--- src/rtl/mem_access_if.sv ---
// rtl/mem_access_if.sv - data-memory request/response bus between the memory-access stage and memory
//
// Purpose: groups the data-memory handshake so the stage and the memory
//          model/controller connect through one port.
// Signals:
//   mem_req   : request valid (stage -> memory)
//   mem_we    : 1 = write, 0 = read
//   mem_addr  : word-aligned byte address
//   mem_wdata : lane-shifted store data
//   mem_wstrb : byte write strobes
//   mem_ready : memory completes the request this cycle (memory -> stage)
//   mem_rdata : read word, valid with mem_ready on reads
// Modports: master = memory-access stage, slave = memory side.
interface mem_access_if;
  logic        mem_req;
  logic        mem_we;
  logic [31:0] mem_addr;
  logic [31:0] mem_wdata;
  logic [3:0]  mem_wstrb;
  logic        mem_ready;
  logic [31:0] mem_rdata;

  modport master (
    output mem_req, mem_we, mem_addr, mem_wdata, mem_wstrb,
    input  mem_ready, mem_rdata
  );

  modport slave (
    input  mem_req, mem_we, mem_addr, mem_wdata, mem_wstrb,
    output mem_ready, mem_rdata
  );
endinterface

--- src/rtl/mem_access.sv ---
// rtl/mem_access.sv - memory-access pipeline stage with byte/half/word loads and stores
//
// Purpose: takes execute's address/result and load/store controls on a start
//          pulse, runs one data-memory transaction over a req/ready handshake,
//          extends load data and presents the write-back value, destination and
//          enable with a one-cycle done pulse. Non-memory instructions complete
//          one cycle after start.
// Parameters:
//   MEM_TIMEOUT : cycles mem_req may stay high without mem_ready before the
//                 access aborts with access_error (0 disables the timeout)
// Ports:
//   clk, rstn                 : clock, synchronous active-low reset
//   start                     : one-cycle pulse, samples all *_in inputs
//   mem_read_enabled_in       : load instruction
//   mem_write_enabled_in      : store instruction
//   funct3_in                 : 000 b, 001 h, 010 w, 100 bu, 101 hu
//   result_in                 : execute result / byte address
//   store_data_in             : rs2 value for stores
//   reg_write_enabled_in/dest : write-back controls from execute
//   mem                       : data-memory bus (master side)
//   busy                      : transaction in progress (through the done cycle)
//   done                      : one-cycle completion pulse
//   result, reg_write_enabled, reg_write_dest, access_error : write-back outputs,
//                               held from one done to the next
module mem_access #(
  parameter int unsigned MEM_TIMEOUT = 255
) (
  input  logic               clk,
  input  logic               rstn,
  input  logic               start,
  input  logic               mem_read_enabled_in,
  input  logic               mem_write_enabled_in,
  input  logic [2:0]         funct3_in,
  input  logic [31:0]        result_in,
  input  logic [31:0]        store_data_in,
  input  logic               reg_write_enabled_in,
  input  logic [4:0]         reg_write_dest_in,
  mem_access_if.master       mem,
  output logic               busy,
  output logic               done,
  output logic [31:0]        result,
  output logic               reg_write_enabled,
  output logic [4:0]         reg_write_dest,
  output logic               access_error
);

  typedef enum logic [1:0] {IDLE, REQ, FIN} state_t;

  // Counter only has to reach MEM_TIMEOUT-1; the abort fires on the cycle it does.
  localparam int          CW       = (MEM_TIMEOUT > 1) ? $clog2(MEM_TIMEOUT) : 1;
  localparam logic [31:0] TMO_LAST = MEM_TIMEOUT - 1;

  state_t          state;
  logic [CW-1:0]   tmo_cnt;
  logic [2:0]      lat_funct3;
  logic [1:0]      lat_lane;
  logic            lat_store;
  logic            lat_we;
  logic [4:0]      lat_dest;
  logic [31:0]     lat_result;

  logic            f3_legal;
  logic            misaligned;
  logic            in_error;
  logic [3:0]      st_strb;
  logic [31:0]     st_data;
  logic            timeout_hit;

  // Classification and store lane steering of the inputs presented with start.
  always_comb begin
    f3_legal   = (funct3_in == 3'b000) || (funct3_in == 3'b001) || (funct3_in == 3'b010) ||
                 (funct3_in == 3'b100) || (funct3_in == 3'b101);
    misaligned = ((funct3_in[1:0] == 2'b01) && result_in[0]) ||
                 ((funct3_in[1:0] == 2'b10) && (result_in[1:0] != 2'b00));
    in_error   = (mem_read_enabled_in && mem_write_enabled_in) || !f3_legal || misaligned;
    case (funct3_in[1:0])
      2'b00: begin
        st_strb = 4'b0001 << result_in[1:0];
        st_data = {4{store_data_in[7:0]}};
      end
      2'b01: begin
        st_strb = 4'b0011 << result_in[1:0];
        st_data = {2{store_data_in[15:0]}};
      end
      default: begin
        st_strb = 4'b1111;
        st_data = store_data_in;
      end
    endcase
  end

  assign timeout_hit = (MEM_TIMEOUT != 0) && ({{(32-CW){1'b0}}, tmo_cnt} == TMO_LAST);

  // Little-endian lane select followed by sign/zero extension.
  function automatic logic [31:0] load_ext(input logic [2:0] f3, input logic [1:0] lane,
                                           input logic [31:0] w);
    logic [7:0]  b;
    logic [15:0] h;
    case (lane)
      2'd0:    b = w[7:0];
      2'd1:    b = w[15:8];
      2'd2:    b = w[23:16];
      default: b = w[31:24];
    endcase
    h = lane[1] ? w[31:16] : w[15:0];
    case (f3)
      3'b000:  load_ext = {{24{b[7]}}, b};
      3'b001:  load_ext = {{16{h[15]}}, h};
      3'b100:  load_ext = {24'd0, b};
      3'b101:  load_ext = {16'd0, h};
      default: load_ext = w;
    endcase
  endfunction

  always_ff @(posedge clk) begin
    if (!rstn) begin
      state             <= IDLE;
      tmo_cnt           <= '0;
      lat_funct3        <= 3'd0;
      lat_lane          <= 2'd0;
      lat_store         <= 1'b0;
      lat_we            <= 1'b0;
      lat_dest          <= 5'd0;
      lat_result        <= 32'd0;
      mem.mem_req       <= 1'b0;
      mem.mem_we        <= 1'b0;
      mem.mem_addr      <= 32'd0;
      mem.mem_wdata     <= 32'd0;
      mem.mem_wstrb     <= 4'd0;
      busy              <= 1'b0;
      done              <= 1'b0;
      result            <= 32'd0;
      reg_write_enabled <= 1'b0;
      reg_write_dest    <= 5'd0;
      access_error      <= 1'b0;
    end else begin
      case (state)
        IDLE: begin
          if (start) begin
            lat_funct3 <= funct3_in;
            lat_lane   <= result_in[1:0];
            lat_store  <= mem_write_enabled_in;
            lat_we     <= reg_write_enabled_in;
            lat_dest   <= reg_write_dest_in;
            lat_result <= result_in;
            busy       <= 1'b1;
            if (!mem_read_enabled_in && !mem_write_enabled_in) begin
              result            <= result_in;
              reg_write_enabled <= reg_write_enabled_in;
              reg_write_dest    <= reg_write_dest_in;
              access_error      <= 1'b0;
              done              <= 1'b1;
              state             <= FIN;
            end else if (in_error) begin
              result            <= result_in;
              reg_write_enabled <= 1'b0;
              reg_write_dest    <= reg_write_dest_in;
              access_error      <= 1'b1;
              done              <= 1'b1;
              state             <= FIN;
            end else begin
              mem.mem_req   <= 1'b1;
              mem.mem_we    <= mem_write_enabled_in;
              mem.mem_addr  <= {result_in[31:2], 2'b00};
              mem.mem_wstrb <= mem_write_enabled_in ? st_strb : 4'b0000;
              mem.mem_wdata <= mem_write_enabled_in ? st_data : 32'd0;
              tmo_cnt       <= '0;
              state         <= REQ;
            end
          end
        end
        REQ: begin
          if (mem.mem_ready) begin
            mem.mem_req       <= 1'b0;
            result            <= lat_store ? lat_result
                                           : load_ext(lat_funct3, lat_lane, mem.mem_rdata);
            reg_write_enabled <= lat_store ? 1'b0 : lat_we;
            reg_write_dest    <= lat_dest;
            access_error      <= 1'b0;
            done              <= 1'b1;
            state             <= FIN;
          end else if (timeout_hit) begin
            mem.mem_req       <= 1'b0;
            result            <= lat_result;
            reg_write_enabled <= 1'b0;
            reg_write_dest    <= lat_dest;
            access_error      <= 1'b1;
            done              <= 1'b1;
            state             <= FIN;
          end else begin
            tmo_cnt <= tmo_cnt + 1'b1;
          end
        end
        FIN: begin
          done  <= 1'b0;
          busy  <= 1'b0;
          state <= IDLE;
        end
        default: state <= IDLE;
      endcase
    end
  end

endmodule

--- src/flat_wrapper.sv ---
// flat-port wrapper written by rule: the top's interface ports become plain ports
module mem_access_flat 
#(
  parameter int unsigned MEM_TIMEOUT = 255
)
  (clk, rstn, start, mem_read_enabled_in, mem_write_enabled_in, funct3_in, result_in, store_data_in, reg_write_enabled_in, reg_write_dest_in, busy, done, result, reg_write_enabled, reg_write_dest, access_error, mem_mem_req, mem_mem_we, mem_mem_addr, mem_mem_wdata, mem_mem_wstrb, mem_mem_ready, mem_mem_rdata);
  mem_access_if mem_i ();
  input  logic clk;
  input  logic rstn;
  input  logic start;
  input  logic mem_read_enabled_in;
  input  logic mem_write_enabled_in;
  input  logic [2:0] funct3_in;
  input  logic [31:0] result_in;
  input  logic [31:0] store_data_in;
  input  logic reg_write_enabled_in;
  input  logic [4:0] reg_write_dest_in;
  output logic busy;
  output logic done;
  output logic [31:0] result;
  output logic reg_write_enabled;
  output logic [4:0] reg_write_dest;
  output logic access_error;
  output wire logic [$bits(mem_i.mem_req)-1:0] mem_mem_req;
  output wire logic [$bits(mem_i.mem_we)-1:0] mem_mem_we;
  output wire logic [$bits(mem_i.mem_addr)-1:0] mem_mem_addr;
  output wire logic [$bits(mem_i.mem_wdata)-1:0] mem_mem_wdata;
  output wire logic [$bits(mem_i.mem_wstrb)-1:0] mem_mem_wstrb;
  input wire logic [$bits(mem_i.mem_ready)-1:0] mem_mem_ready;
  input wire logic [$bits(mem_i.mem_rdata)-1:0] mem_mem_rdata;
  assign mem_mem_req = mem_i.mem_req;
  assign mem_mem_we = mem_i.mem_we;
  assign mem_mem_addr = mem_i.mem_addr;
  assign mem_mem_wdata = mem_i.mem_wdata;
  assign mem_mem_wstrb = mem_i.mem_wstrb;
  assign mem_i.mem_ready = mem_mem_ready;
  assign mem_i.mem_rdata = mem_mem_rdata;
  mem_access #(.MEM_TIMEOUT(MEM_TIMEOUT)) u_core (.clk(clk), .rstn(rstn), .start(start), .mem_read_enabled_in(mem_read_enabled_in), .mem_write_enabled_in(mem_write_enabled_in), .funct3_in(funct3_in), .result_in(result_in), .store_data_in(store_data_in), .reg_write_enabled_in(reg_write_enabled_in), .reg_write_dest_in(reg_write_dest_in), .mem(mem_i), .busy(busy), .done(done), .result(result), .reg_write_enabled(reg_write_enabled), .reg_write_dest(reg_write_dest), .access_error(access_error));
endmodule
--- config.mk ---
export PLATFORM = sky130hd
export DESIGN_NAME = mem_access_flat
export DESIGN_NICKNAME = d
export VERILOG_FILES = /design/src/rtl/mem_access_if.sv /design/src/rtl/mem_access.sv /design/src/flat_wrapper.sv
export SDC_FILE = /design/constraint.sdc
export NUM_CORES = 1
export LEC_CHECK = 0
export BUFFER_PORTS_ARGS = -buffer_cell sky130_fd_sc_hd__buf_2
export CORE_UTILIZATION = 30
export DETAILED_ROUTE_END_ITERATION = 6
export GPL_TIMING_DRIVEN = 0
export PLACE_DENSITY = 0.59
export SLEW_MARGIN = 20
export SYNTH_ARGS = -nofsm -noshare
export SYNTH_HDL_FRONTEND = slang
export SYNTH_SLANG_ARGS = --single-unit
--- constraint.sdc ---
create_clock -name clk -period 2.5 [get_ports clk]
set_input_delay 0.375 -clock clk [delete_from_list [all_inputs] [get_ports clk]]
set_output_delay 0.375 -clock clk [all_outputs]
set_load 0.01 [all_outputs]
# After elaboration in Yosys (flattened, before gate mapping)
# Index checks and enable logic that the tools add are counted.
[totals]
regBits = 163
[op_classes]
n_addsub = 1
n_eq_ne = 21
shift = 2
n_mux = 56
n_bitwise = 2
reduce_logical = 31
[ops]
columns = ["operator", "n"]
rows = [
  ["$mux 32", 7],
  ["$pmux 32 s2", 2],
  ["$pmux 32 s4", 1],
  ["$mux 8", 5],
  ["$mux 5", 5],
  ["$pmux 8 s3", 1],
  ["$mux 1", 19],
  ["$mux 16", 1],
  ["$pmux 8 s2", 1],
  ["$eq 3x3->1 const B", 4],
  ["$reduce_and 4->1", 3],
  ["$mux 2", 5],
  ["$ne 2x2->1 const B", 5],
  ["$pmux 5 s2", 1],
  ["$add 8x1->8 const B", 1],
  ["$eq 8x8->1 const B", 1],
  ["$pmux 1 s2", 4],
  ["$pmux 4 s2", 1],
  ["$logic_or 1x1->1", 7],
  ["$eq 2x1->1 const B", 3],
  ["$eq 2x2->1 const B", 3],
  ["$eq 3x1->1 const B", 2],
  ["$logic_not 2->1", 3],
  ["$logic_not 3->1", 2],
  ["other kinds (16)", 26],
]

# Depth between registers and ports, before layout
# Gate-level depths: netlist of run 1.
[depth]
word_depth = 12
ltp_mapped = 9

# Worst setup path after synthesis of run 1
# Ideal clock, no wire load.
[synth_timing]
path_kind = "reg2reg"
start = "register u_core.tmo_cnt[0]"
end = "register u_core.reg_write_dest[0]"
setup_time_ns = 0.116
arrival_time_ns = 1.764
t_required_ns = 2.384
setup_slack_ns = 0.619
path_stages_with_launch = 9
path_buffers = 2
period_less_slack_ns = 1.881
path_cell_list = "dfxtp_1 -> inv_1 -> ha_1 -> and3_1 -> a21o_1 -> a22o_1 -> buf_2 -> buf_2 -> o211a_1"
[synth_between]
elab_chain_len = 3
[synth_lines]
columns = ["element", "line_no", "source"]
rows = [
  ["start: declaration", "mem_access.sv:54", "logic [CW-1:0] tmo_cnt;"],
  ["start signal: assignment", "mem_access.sv:191", "tmo_cnt <= tmo_cnt + 1'b1;"],
  ["$eq 8x8->1", "mem_access.sv:92", "assign timeout_hit = (MEM_TIMEOUT != 0) && ({{(32-CW){1'b0}}, tmo_cnt} == TMO_LAST);"],
  ["$ne 3x2->1 (no source line)", "--", ""],
  ["$reduce_and 4->1 (no source line)", "--", ""],
  ["end signal: assignment", "mem_access.sv:150", "reg_write_dest <= reg_write_dest_in;"],
  ["end signal: assignment", "mem_access.sv:157", "reg_write_dest <= reg_write_dest_in;"],
  ["end signal: assignment", "mem_access.sv:178", "reg_write_dest <= lat_dest;"],
  ["end: declaration", "mem_access.sv:43", "output logic [4:0] reg_write_dest,"],
]
# Every way passes these cells.
# A chain may end at the register's enable or synchronous reset.

# Final worst setup path of run 1
[layout_timing]
start = "register u_core.tmo_cnt[1]"
end = "register u_core.reg_write_enabled"
[layout_between]
elab_chain_len = 3
[layout_lines]
columns = ["element", "line_no", "source"]
rows = [
  ["$eq 8x8->1", "mem_access.sv:92", ""],
  ["$ne 3x2->1 (no source line)", "--", ""],
  ["$reduce_and 4->1 (no source line)", "--", ""],
  ["end signal: assignment", "mem_access.sv:149", "reg_write_enabled <= reg_write_enabled_in;"],
  ["end signal: assignment", "mem_access.sv:177", "reg_write_enabled <= lat_store ? 1'b0 : lat_we;"],
  ["end: declaration", "mem_access.sv:42", "output logic reg_write_enabled,"],
]
# Every way passes these cells.

==> reports/qor.csv, run 1 <==
stage,metric,value,unit
setup_path,crit_fanout,10,
global_routing,grt_start_max_net_pins,17,
run,maxCapViolations,0,
logic_synthesis,synth_fa_ha_area_share,0.3385,%
logic_synthesis,ys_seq_area_share,43.59,%
die,die_y,159.0,um
placement,placed_area,8894,sq um
timing,finalCritPeriodShare,93.34,%
clock_network,clock-sinks,161,
detailed_routing,drt_pre_antenna_iters,5,
detailed_routing,ant_nets,0,
timing,slew_headroom,33.38,%
setup_path,cp-end-kind,flop,
logic_synthesis,synth-xor-area-share,0.8292,%
detailed_routing,dr_total_vias,7541,
global_routing,grt.overflow.total,0,
logic_synthesis,synth_top_cell_area_share,43.59,%
logic_synthesis,synth_top_family_by_area,compound AO/OA/AOI/OAI gates,
global_routing,grt_pass1_vias,6915,
status,status,finished clean,
die,ios,222,
worst_hold_path,hold_class,input port to flop,
logic_synthesis,synth-simple-area-share,19.33,%
logic_synthesis,syn_area_per_cell,8.071,sq um
detailed_routing,remaining_drc_errors,0,
setup_path,critPathKind,flop to flop,
placement,numPortBuffers,218,
timing,worstMarginPinSlew,995.7,ps
final_layout,drive_gt1_share,24.61,%
logic_synthesis,synthFlopType,dfxtp_1,
timing,finalHoldViolations,0,
logic_synthesis,synth_seq_cells,161,
power,p_per_area,692.5,nW/um^2
final_layout,fin_nets,1268,
clock_network,cts_buffer_depth,2,
final_layout,syn2layout_area_growth,28.74,%
timing,fmax,0.4285,GHz
timing,setup_violations,0,
final_layout,final_cell_mix,"236 x buf_2, 226 x nand2_1, 161 x dfxtp_1, 79 x o21ai_0, 74 x a21boi_0",
die,fp.coreArea,24250,sq um
final_layout,layout_commonest_cell,buf_2,
power,ir_drop,393.7,uV
clock_network,clkLatencyLatePin,440,ps
logic_synthesis,syn_area,7393,sq um
power,p_leak,0.004145,uW
die,die_width,159.0,um
logic_synthesis,syn_inst,916,
detailed_routing,first_iter_violations,541,
global_routing,grtUsageTotal,21.12,%
die,dieArea,25280,sq um
global_routing,grt_first_pass_wirelength,40.94,mm
logic_synthesis,synth-compound-area-share,26.03,%
clock_network,cts-root-buf,clkbuf_16,
global_routing,antenna_found_initial,2,
detailed_routing,routed_wl,27.20,mm
detailed_routing,via_per_inst,5.058,
die,start_util,30.49,%
logic_synthesis,synth_area_leaders,"dfxtp_1 44%, nand2_1 11%, a21boi_0 7.5%, o21ai_0 5.3%, mux2i_1 4.6%",
logic_synthesis,yosysWarnings,0,
logic_synthesis,synthMuxAreaShare,4.755,%
logic_synthesis,synth_edf_count,0,
clock_network,cts_buffers,17,
timing,fin_crit,2333,ps
timing,skew,9.307,ps
timing,slew_violations,0,
setup_path,crit_arrival,2660,ps
logic_synthesis,synthArstFlopShare,0,%
logic_synthesis,yosysTopAreaCell,dfxtp_1,
final_layout,filler_cell_count,2591,
final_layout,fin_util,39.25,%
die,fp-row-count,57,
logic_synthesis,yosysUniqueCellTypes,49,
placement,post-dp-hpwl,20.41,mm
final_layout,final_area,9518,sq um
clock_network,clkTransAtPathRegs,70,ps
clock_network,h-tree-depth,4,
detailed_routing,wl_per_cell,18.24,um
setup_path,start_kind,flop,
placement,place.gp.congestion,0.9288,
timing,rsz0062_at_grt,no,
clock_network,cts_tree,built,
setup_path,cp.required,2830,ps
[worst paths after layout]
kind / start / endpoint / slack [ps] / cells past startpoint
worst max-delay path: u_core.tmo_cnt[1] / u_core.reg_write_enabled / 170 / 8
worst max register to register: u_core.tmo_cnt[1] / u_core.reg_write_enabled / 170 / 8
worst min-delay path: store_data_in[5] / u_core.mem.mem_wdata[5] / 200 / 2
worst min register to register: u_core.mem.mem_wstrb[3] / u_core.mem.mem_wstrb[3] / 430 / 2
[power by group]
part,internal [uW],switching (uW)
combinational,377,664
sequential,2710,80.0
clock,1630,1130
[kinds of logic (layout without fill, tap and decap cells)]
family | count (synthesis) | count (layout)
adders and majority gates | 2 | 2
other | 1 | 3
buffers and inverters | 86 | 335
muxes | 35 | 35
xor gates and xnor gates | 7 | 7
AOI/OAI and AO/OA | 288 | 288
DFF | 161 | 161
and+or+nand+nor | 336 | 336
[worst max-delay path, stage by stage (launching register included)]
cell and delay (ps):
dfxtp_1 440, ha_1 180, and3_1 190, a21o_1 150, a22o_1 320, buf_2 310
buf_2 330, nand2_1 150, o211a_1 150
[cells in the mapped netlist, drive strengths merged, types with 2 or more instances]
library cell	instances
nand2	226
dfxtp	161
o21ai	84
a21boi	74
nor2	55
clkbuf	52
mux2i	34
a31oi	30
a21oi	28
buf	26
a32oi	17
nand2b	11
nand3	11
a22o	9
nor2b	9
o22ai	9
inv	8
nor4bb	8
a31o	7
o221ai	7
xor2	7
o211a	6
o2bb2ai	6
and3	4
nand4	4
nor3	3
a2111oi	2
a211oi	2
a21o	2
and4	2
ha	2
nor3b	2
[timing repair]
item,CTS,global route
gates resized for setup,0,3
endpoints found under the hold margin,0,0
endpoints found under the setup margin,33,11
hold buffers,0,0
buffers inserted,1,0
pin swaps,1,0
[routing by layer]
layer  GRT usage, %  wire (um)  up-vias
met5              0         13        -
met4          5.594        332        2
met3          5.132       2003       28
met1          29.11      12630     3526
li1               -          -     3673
met2          32.85      12220      312
[metrics by stage]
| stage | setup TNS [ps] | setup slack [ps] | hold WS (ps) | total power (uW) | std cells |
|---|---|---|---|---|---|
| after floorplan | 0 | 619.3 | 440.3 | 3399 | 917 |
| final | 0 | 166.5 | 202.4 | 6591 | 1491 |
| after CTS | 0 | 85.79 | 189.2 | 6622 | 1490 |
| after global routing | 0 | 31.15 | 202.3 | 6854 | 1490 |
| after global placement | -7151 | -285.7 | 423.8 | 3861 | 1459 |
| after detailed placement | -8864 | -326.4 | 427.3 | 3870 | 1459 |
[final cells by class]
cell class	count	area, sq um	area share, %
timing repair buffer	219	1099	11.54
antenna	1	2.502	0.02629
buffer	78	346.6	3.641
clock inverter	11	153.9	1.617
inverter	8	30.03	0.3155
clock buffer	19	452.9	4.759
sequential	161	3223	33.86
multi-input combinational	670	3805	39.98
tap	324	405.4	4.259
[sequential cells by signal, summed over array words and instances, names as in the netlist, 2 cells and up]
| register | flops |
|---|---|
| u_core.lat_dest | 5 |
| u_core.lat_funct3 | 3 |
| u_core.lat_result | 32 |
| u_core.mem.mem_addr | 30 |
| u_core.mem.mem_wdata | 32 |
| u_core.mem.mem_wstrb | 4 |
| u_core.reg_write_dest | 5 |
| u_core.result | 32 |
| u_core.state | 2 |
| u_core.tmo_cnt | 8 |
No activity file was read; power rests on OpenSTA's default activity.
==> run 2: changes to the inputs <==
--- a/config.mk
+++ b/config.mk
@@ -9,7 +9,7 @@
 export CORE_UTILIZATION = 30
 export DETAILED_ROUTE_END_ITERATION = 6
 export GPL_TIMING_DRIVEN = 0
-export PLACE_DENSITY = 0.59
+export PLACE_DENSITY_LB_ADDON = 0.2
 export SLEW_MARGIN = 20
 export SYNTH_ARGS = -nofsm -noshare
 export SYNTH_HDL_FRONTEND = slang
==> run 2 against run 1 <==
  * Wire length is 0.39% higher
  * Sequential power barely moved
  * Global-route usage is 0.41 points higher
  * Non-clock buffer count increased by 1
  * Final area decreased by 0.58%
  * Flip-flop and latch count unchanged
  * Fmax grew 2.3%
  * Power shrank 3.7%
  * First-iteration DRC count is 15% higher
  * Worst setup slack improved by 53 ps
  * Largest cell class unchanged
  * Final cell count rose by 0.13%
==> reports/qor.csv, run 2 (synthesized netlist as in run 1, its figures left out) <==
stage,metric,value,unit,change
status,status,finished clean,,
global_routing,grt.overflow.total,0,,unchanged
clock_network,cts-root-buf,clkbuf_16,,
detailed_routing,remaining_drc_errors,0,,unchanged
global_routing,grt_use_met3,4.741,%,-0.39 points
timing,skew,15.34,ps,+6.033 ps
global_routing,grt_start_max_net_pins,17,,unchanged
power,ir_drop,343.4,uV,-13%
placement,place.gp.congestion,0.9321,,+0.36%
detailed_routing,ant_nets,0,,unchanged
timing,setup_violations,0,,unchanged
die,fp-row-count,57,,unchanged
global_routing,gr-usage-met2,34.33,%,+1.5 points
final_layout,drive_gt1_share,24.64,%,about the same
global_routing,grt.met1_usage,29.63,%,+0.52 points
placement,post-dp-hpwl,20.48,mm,+0.32%
setup_path,crit_top_cell,buf_2,,
setup_path,critPathSlowestCell,dfxtp_1,,
die,start_util,30.49,%,unchanged
run,maxCapViolations,0,,unchanged
detailed_routing,wl_per_cell,18.29,um,+0.25%
timing,fin_crit,2281,ps,-52.61 ps
placement,placed_area,8894,sq um,unchanged
global_routing,antenna_found_initial,1,,-1
final_layout,syn2layout_area_growth,27.99,%,
setup_path,cp-end-kind,flop,,
power,p_per_area,670.8,nW/um^2,-3.1%
final_layout,diodes,0,,-1
worst_hold_path,hold_class,input port to flop,,
timing,slew_headroom,35.18,%,+1.8 points
setup_path,cp.required,2830,ps,about the same
clock_network,h-tree-depth,4,,unchanged
detailed_routing,routed_wl,27.30,mm,+0.39%
final_layout,final_area,9463,sq um,-0.58%
final_layout,layout_commonest_cell,buf_2,,
setup_path,critPathKind,flop to flop,,
die,fp.coreArea,24250,sq um,unchanged
power,p_leak,0.004099,uW,-1.1%
setup_path,reg2reg_slack,220,ps,+50 ps
setup_path,worstPathCellList,nor2b_1 -> clkbuf_1 -> a22o_1 -> buf_2 -> buf_2 -> nand2_1 -> o211a_1,,
die,die_y,159.0,um,unchanged
clock_network,hold_buffers,0,,unchanged
timing,finalCritPeriodShare,91.23,%,-2.1 points
timing,worstMarginPinSlew,968.7,ps,-26.98 ps
detailed_routing,drt_pre_antenna_iters,6,,+1
setup_path,start_kind,flop,,
clock_network,cts_tree,built,,
clock_network,clock-sinks,161,,unchanged
global_routing,grtUsageTotal,21.53,%,+0.41 points
final_layout,largestRegisters,"u_core.lat_result (32), u_core.mem.mem_wdata (32), u_core.result (32)",,
detailed_routing,dr_total_vias,7562,,+0.28%
global_routing,grt_pass1_vias,7128,,+3.1%
timing,hold_slack,200.5,ps,-1.971 ps
final_layout,final_cell_mix,"236 x buf_2, 226 x nand2_1, 161 x dfxtp_1, 79 x o21ai_0, 74 x a21boi_0",,
die,die_width,159.0,um,unchanged
timing,finalHoldViolations,0,,unchanged
die,dieArea,25280,sq um,unchanged
timing,fmax,0.4384,GHz,+2.3%
global_routing,grt.busiest_layer,met2,,
clock_network,cts_buffers,17,,unchanged
clock_network,clkLatencyLatePin,440,ps,about the same
setup_path,critPathMaxStageDelay,440,ps,about the same
timing,rsz0062_at_grt,no,,
placement,numPortBuffers,218,,unchanged
timing,slew_violations,0,,unchanged
setup_path,crit_arrival,2610,ps,-50 ps
clock_network,cts_buffer_depth,2,,unchanged
detailed_routing,via_per_inst,5.065,,+0.14%
final_layout,fin_nets,1269,,+0.079%
final_layout,filler_cell_count,2601,,+0.39%
global_routing,grt_first_pass_wirelength,41.68,mm,+1.8%
timing,fin_tns_setup,0,ps,unchanged
detailed_routing,first_iter_violations,620,,+15%
die,ios,222,,unchanged
clock_network,clkTransAtPathRegs,70,ps,about the same
setup_path,crit_fanout,10,,unchanged
==> run 2: per-layer routing <==
layer | wire (um) | share of wire, %
met1 | 12820 | 47
met2 | 12500 | 46
met3 | 1642 | 6.0
met4 | 318 | 1.2
met5 | 12 | 0.044
==> run 2: critical path: cells and delay by family (launching register included) <==
kind            cells  cell delay (ps)
compound gates      2              520
simple gates        2              270
flops               1              440
buf+inv             3              930
==> run 2: report_power, final <==
part	internal [uW]	leakage (uW)	switching (uW)	total [uW]
sequential	2710	0.00132	80.8	2790
combinational	378	0.00254	664	1040
clock	1300	0.000246	1210	2510
total	4390	0.00410	1960	6350
==> run 2: per-stage QoR <==
stage	instances	setup WS, ps	util [%]	power (uW)
3_3_place_gp	1459	-282.8	36.68	3873
4_1_cts	1491	93.05	38.96	6388
3_5_place_dp	1459	-331.7	36.68	3878
2_1_floorplan	917	619.3	-	3399
5_1_grt	1493	36.77	39.02	6608
6_report	1493	219.1	39.02	6348
==> run 2: worst paths after layout <==
path	startpoint	depth (start not counted)	endpoint
max	u_core.state[0]	7	u_core.reg_write_enabled
min	reg_write_dest_in[0]	3	u_core.lat_dest[0]
max reg2reg	u_core.state[0]	7	u_core.reg_write_enabled
min reg2reg	u_core.mem.mem_wstrb[0]	2	u_core.mem.mem_wstrb[0]
==> run 2: final cells by class <==
class | instances | area [sq um] | share of cell area [%]
plain buffers | 78 | 345.3 | 3.649
clock buffers | 18 | 429.2 | 4.535
clock inverters | 14 | 118.9 | 1.256
inverters | 8 | 30.03 | 0.3173
multi-input cells | 670 | 3805 | 40.21
flip-flops and latches | 161 | 3223 | 34.06
well taps | 324 | 405.4 | 4.284
repair buffers | 220 | 1106 | 11.69
==> run 2: what timing repair did <==
item,4_1_cts,5_1_grt
buffers inserted,0,2
resized for setup,1,0
cloned,0,0
hold endpoints to repair,0,0
endpoints found under the setup margin,31,4
pin swaps,1,1
